### src/rtl/ff_act_pingpong_buffer.sv
// Double-buffered activation/adot row store between FF_processor_set and the next junction's reader.
// One bank fills row by row while the other drains; in_ready stalls the producer once both banks are full.
module ff_act_pingpong_buffer #(
  parameter  int width = 12,
  parameter  int z     = 512,
  parameter  int fi    = 32,
  parameter  int p     = 64,
  localparam int N     = z / fi,
  localparam int cpc   = p / N,
  localparam int aw    = (cpc > 1) ? $clog2(cpc) : 1
) (
  input  logic                      clk,
  input  logic                      rst_n,
  input  logic                      in_valid,
  output logic                      in_ready,
  input  logic [N-1:0][width-1:0]   act_in,
  input  logic [N-1:0][width-1:0]   adot_in,
  output logic                      rd_avail,
  input  logic                      rd_en,
  input  logic [aw-1:0]             rd_row,
  input  logic                      rd_release,
  output logic                      rd_valid,
  output logic [N-1:0][width-1:0]   act_rd,
  output logic [N-1:0][width-1:0]   adot_rd,
  output logic                      bank_wr,
  output logic                      bank_rd
);

  typedef logic [N-1:0][width-1:0] row_t;

  localparam logic [aw-1:0] last_row = aw'(cpc - 1);
  localparam logic [aw:0]   row_lim  = (aw + 1)'(cpc);

  row_t act_mem_r  [2][cpc];
  row_t adot_mem_r [2][cpc];

  logic          wb_r;
  logic          rb_r;
  logic [aw-1:0] wr_row_r;
  logic [1:0]    full_cnt_r;
  logic          rd_valid_r;
  row_t          act_rd_r;
  row_t          adot_rd_r;

  logic          wr_ok_s;
  logic          fill_done_s;
  logic          rel_ok_s;
  logic          rd_ok_s;
  logic [1:0]    full_cnt_nxt_s;

  assign in_ready = (full_cnt_r != 2'd2);
  assign rd_avail = (full_cnt_r != 2'd0);
  assign bank_wr  = wb_r;
  assign bank_rd  = rb_r;
  assign rd_valid = rd_valid_r;
  assign act_rd   = act_rd_r;
  assign adot_rd  = adot_rd_r;

  // Handshake qualification and filled-bank count; a fill and a release together cancel out.
  always_comb begin
    wr_ok_s        = in_valid && in_ready;
    fill_done_s    = wr_ok_s && (wr_row_r == last_row);
    rel_ok_s       = rd_release && rd_avail;
    rd_ok_s        = rd_en && rd_avail && ({1'b0, rd_row} < row_lim);
    full_cnt_nxt_s = full_cnt_r;
    if (fill_done_s && !rel_ok_s) begin
      full_cnt_nxt_s = full_cnt_r + 2'd1;
    end else if (rel_ok_s && !fill_done_s) begin
      full_cnt_nxt_s = full_cnt_r - 2'd1;
    end else begin
      full_cnt_nxt_s = full_cnt_r;
    end
  end

  // Bank pointers, fill row, and the registered read port; read data holds when no read is accepted.
  always_ff @(posedge clk or negedge rst_n) begin
    if (!rst_n) begin
      wb_r       <= 1'b0;
      rb_r       <= 1'b0;
      wr_row_r   <= '0;
      full_cnt_r <= 2'd0;
      rd_valid_r <= 1'b0;
      act_rd_r   <= '0;
      adot_rd_r  <= '0;
    end else begin
      full_cnt_r <= full_cnt_nxt_s;
      if (wr_ok_s) begin
        if (fill_done_s) begin
          wr_row_r <= '0;
          wb_r     <= ~wb_r;
        end else begin
          wr_row_r <= wr_row_r + aw'(1);
        end
      end
      if (rel_ok_s) begin
        rb_r <= ~rb_r;
      end
      rd_valid_r <= rd_ok_s;
      if (rd_ok_s) begin
        act_rd_r  <= act_mem_r[rb_r][rd_row];
        adot_rd_r <= adot_mem_r[rb_r][rd_row];
      end
    end
  end

  // Row storage is deliberately left unreset; only the pointers decide what is valid.
  always_ff @(posedge clk) begin
    if (wr_ok_s) begin
      act_mem_r[wb_r][wr_row_r]  <= act_in;
      adot_mem_r[wb_r][wr_row_r] <= adot_in;
    end
  end

endmodule

### config.mk
export PLATFORM = sky130hd
export DESIGN_NAME = ff_act_pingpong_buffer
export DESIGN_NICKNAME = d
export VERILOG_FILES = /design/src/rtl/ff_act_pingpong_buffer.sv
export SDC_FILE = /design/constraint.sdc
export NUM_CORES = 2
export LEC_CHECK = 0
export CAP_MARGIN = 20
export CELL_PAD_IN_SITES_DETAIL_PLACEMENT = 1
export CELL_PAD_IN_SITES_GLOBAL_PLACEMENT = 1
export CORE_ASPECT_RATIO = 0.8
export CORE_MARGIN = 5
export CORE_UTILIZATION = 47
export DETAILED_ROUTE_END_ITERATION = 7
export MAX_ROUTING_LAYER = met4
export PLACE_DENSITY_LB_ADDON = 0.1
export SYNTH_ARGS = -nofsm -noshare
export SYNTH_HDL_FRONTEND = slang
export SYNTH_SLANG_ARGS = --single-unit
### constraint.sdc
create_clock -name clk -period 31.1 [get_ports clk]
set_clock_uncertainty 0.05 [all_clocks]
set_input_delay 4.665 -clock clk [delete_from_list [all_inputs] [get_ports clk]]
set_output_delay 4.665 -clock clk [all_outputs]
set_load 0.005 [all_outputs]
==> impl_metrics.ini <==
[cells_and_area]
drive_gt1_share_pct = 16.9
fillers = 24390
utilization_pct = 55.4
areaGrowthSynthToFinish_pct = 17.5
layout.nets = 8046
stdcell_count = 11694

[pwr]
vdd_drop_max_mv = 0.0728
powerDensity_nw_per_um2 = 87.3
finalPower_w = 0.0134
p_leak_nw = 52.7

[floorplanning]
coreArea_um2 = 277000
die_w_um = 600
ios = 780
die-area_um2 = 289000
fp.dieH_um = 482
fp-row-count = 173
start_util_pct = 47.1

[timing]
finalCritPeriodShare_pct = 27.9
max_slew_margin_pct = 24.4
fin_crit_ns = 8.68
rsz0062_at_grt = false
worst_pin_slew_ns = 1.13
finalSetupViolCount = 0
setup-tns-final_ns = 0
fmax_mhz = 115
finalHoldViolCount = 0
slew_violations = 0

[route]
finalWirelength_um = 352000
drtIter0Drc = 5043
dr.pass1.iters = 6
avgViaCountPerCell = 5.76
wl_per_cell_um = 30.1
ant_nets = 0
drc_errors = 0
vias = 67363

[clocking]
hold_buffers = 0
cts_sinks = 3463
post_cts_buffers = 0
cts_tree = built
h-tree-depth = 5
clockBufferDepth = 4
cts_made_buffers = 347
cts_resized = 0
clkLatencyLatePin_ns = 0.88
cts_root_buf = clkbuf_16
path_clk_slew_ns = 0.06

[global_routing]
grt.overflow.total = 0
grtUsageTotal_pct = 24.7
grt_pass1_wl_um = 510000
grt_max_degree = 140
antenna_found_initial = 114
grt_pass1_vias = 72463

[synth]
ys_ff_latch = 3463
yosys_warnings = 0
yosys_most_used_dff = edfxtp_1
synth_top_area_share_pct = 70.5
synth_edf_count = 3072
ys_seq_area_share_pct = 78.0
syn-instance-count = 6805
synth_area_per_cell_um2 = 19.2
ys_types = 36
syn_nets = 7201
yosysTopAreaCell = edfxtp_1
syn-cell-area_um2 = 131000
synthArstFlopShare_pct = 11.3
ys_top_cells_by_area = edfxtp_1 71%, dfrtp_1 7.5%, mux2i_1 5.9%

[setup_path]
critPathKind = input pin to register
crit_path_top_delay_cell = buf_4
crit_fanout = 51
startpoint_type = input pin
required_ns = 31.53
path_common_cell = buf_4
path_cells = clkdlybuf4s50_1 -> and2_1 -> and3_4 -> buf_4 -> buf_4 -> buf_4 -> buf_4
cp.arrival_ns = 9.11
cpPeakStageDelay_ns = 0.84
endpoint_kind = register

[placement]
gp_congestion = 0.750
io_buffers = 779
place_hpwl_um = 197000
dp_cells = 10976

[hold_path]
worstHoldPathType = register to register

[status]
outcome = complete, no violations

[run]
cap_viol_max_count = 0
## power breakdown
part	switching, W	internal [W]	leakage, nW
registers	0.000335	0.00589	32.5
logic	0.00170	0.00134	14.7
clock network	0.00175	0.00240	5.52
## routing by layer
metal / up-vias / GRT usage (%) / part of all wire [%]
li1: 29331 / - / -
met1: 35798 / 32.7 / 43
met2: 1671 / 38.8 / 48
met3: 563 / 4.84 / 5.5
met4: 0 / 8.28 / 3.5
met5: - / - / 0
## flip-flops by register name, summed over array words and instances, names as in the netlist
| signal | flops |
|---|---|
| act_mem_r | 1536 |
| act_rd | 192 |
| adot_mem_r | 1536 |
| adot_rd | 192 |
| bank_rd | 1 |
| bank_wr | 1 |
| full_cnt_r | 2 |
| rd_valid | 1 |
| wr_row_r | 2 |
## cell usage in the layout (no fill, tap or decap), types with 13 or more instances in the layout
master,netlist,layout
o22ai_1,290,290
nor2b_1,97,94
clkbuf_1,169,107
buf_12,0,13
clkinv_1,0,29
nand2_1,292,292
diode_2,0,78
clkbuf_16,0,354
clkdlybuf4s50_1,0,776
o22a_1,94,94
a22o_1,290,290
o31ai_1,280,280
clkinv_2,0,54
buf_4,34,118
mux2_2,580,580
mux2i_1,768,768
mux4_2,94,94
clkbuf_8,0,48
bufinv_16,0,22
dfrtp_1,391,390
edfxtp_1,3072,3072
o221ai_1,94,94
## final timing paths
check / from / slack (ns) / cells after the start / endpoint
setup / recovery: in_valid / 22.42 / 7 / adot_mem_r[1][459]$_DFFE_PP_
hold / removal: act_rd[55]$_DFFE_PN0P_ / 0.43 / 2 / act_rd[55]$_DFFE_PN0P_
setup reg to reg: bank_rd$_DFFE_PN0P_ / 24.78 / 8 / act_rd[84]$_DFFE_PN0P_
hold reg to reg: act_rd[55]$_DFFE_PN0P_ / 0.43 / 2 / act_rd[55]$_DFFE_PN0P_
max in group asynchronous: rst_n / 24.45 / 4 / adot_rd[52]$_DFFE_PN0P_
min in group asynchronous: rst_n / 3.75 / 1 / act_rd[104]$_DFFE_PN0P_
## per-stage QoR
step                      hold WS (ns)  setup WS, ns  instance area (um^2)
after floorplan                  0.423         -2.99                131000
after global placement           0.412         21.51                142000
after detailed placement         0.417         21.46                142000
after CTS                        0.434         22.41                154000
after global routing             0.452         22.25                154000
final                            0.432         22.42                154000
## synth_stat cells, types with 2 or more instances
library cell,number
dfrtp_1,391
edfxtp_1,3072
nand3_1,3
and3_1,4
buf_2,143
nor2b_1,97
o221ai_1,94
a22o_1,290
nand2b_1,3
buf_1,20
buf_4,34
xnor2_1,3
mux2_2,580
nand2_1,292
o31ai_2,10
buf_8,3
clkbuf_1,169
mux2i_1,768
nor3b_1,3
ha_1,5
buf_6,44
mux4_2,94
o31ai_1,280
o22a_1,94
o21ai_0,2
xor2_1,2
nor2_1,5
o22ai_1,290
inv_1,3
## area by class of cell
type / instances / area (um^2) / area share (%)
inverters: 4 / 20.0 / 0.0130
clock buffers: 509 / 9920 / 6.45
diodes: 78 / 195 / 0.127
flip-flops and latches: 3463 / 102000 / 66.4
multi-input cells: 2925 / 26700 / 17.3
well taps: 3675 / 4600 / 2.99
repair buffers: 909 / 8940 / 5.82
clock inverters: 131 / 1350 / 0.875
## critical path, delay by kind of cell
family                 cells  cell delay [ns]
and+or+nand+nor            2             0.87
buffers and inverters      5             3.39
## cells by family after synthesis
| kind of cell | Yosys count | synth area share [%] |
|---|---|---|
| compound gates | 1061 | 6.30 |
| xor+xnor | 5 | 0.0335 |
| fa+ha+maj | 5 | 0.0478 |
| buf+inv | 417 | 1.71 |
| flops | 3463 | 78.0 |
| mux | 1442 | 12.5 |
| simple gates | 412 | 1.41 |
(Power assumes the default switching activity.)
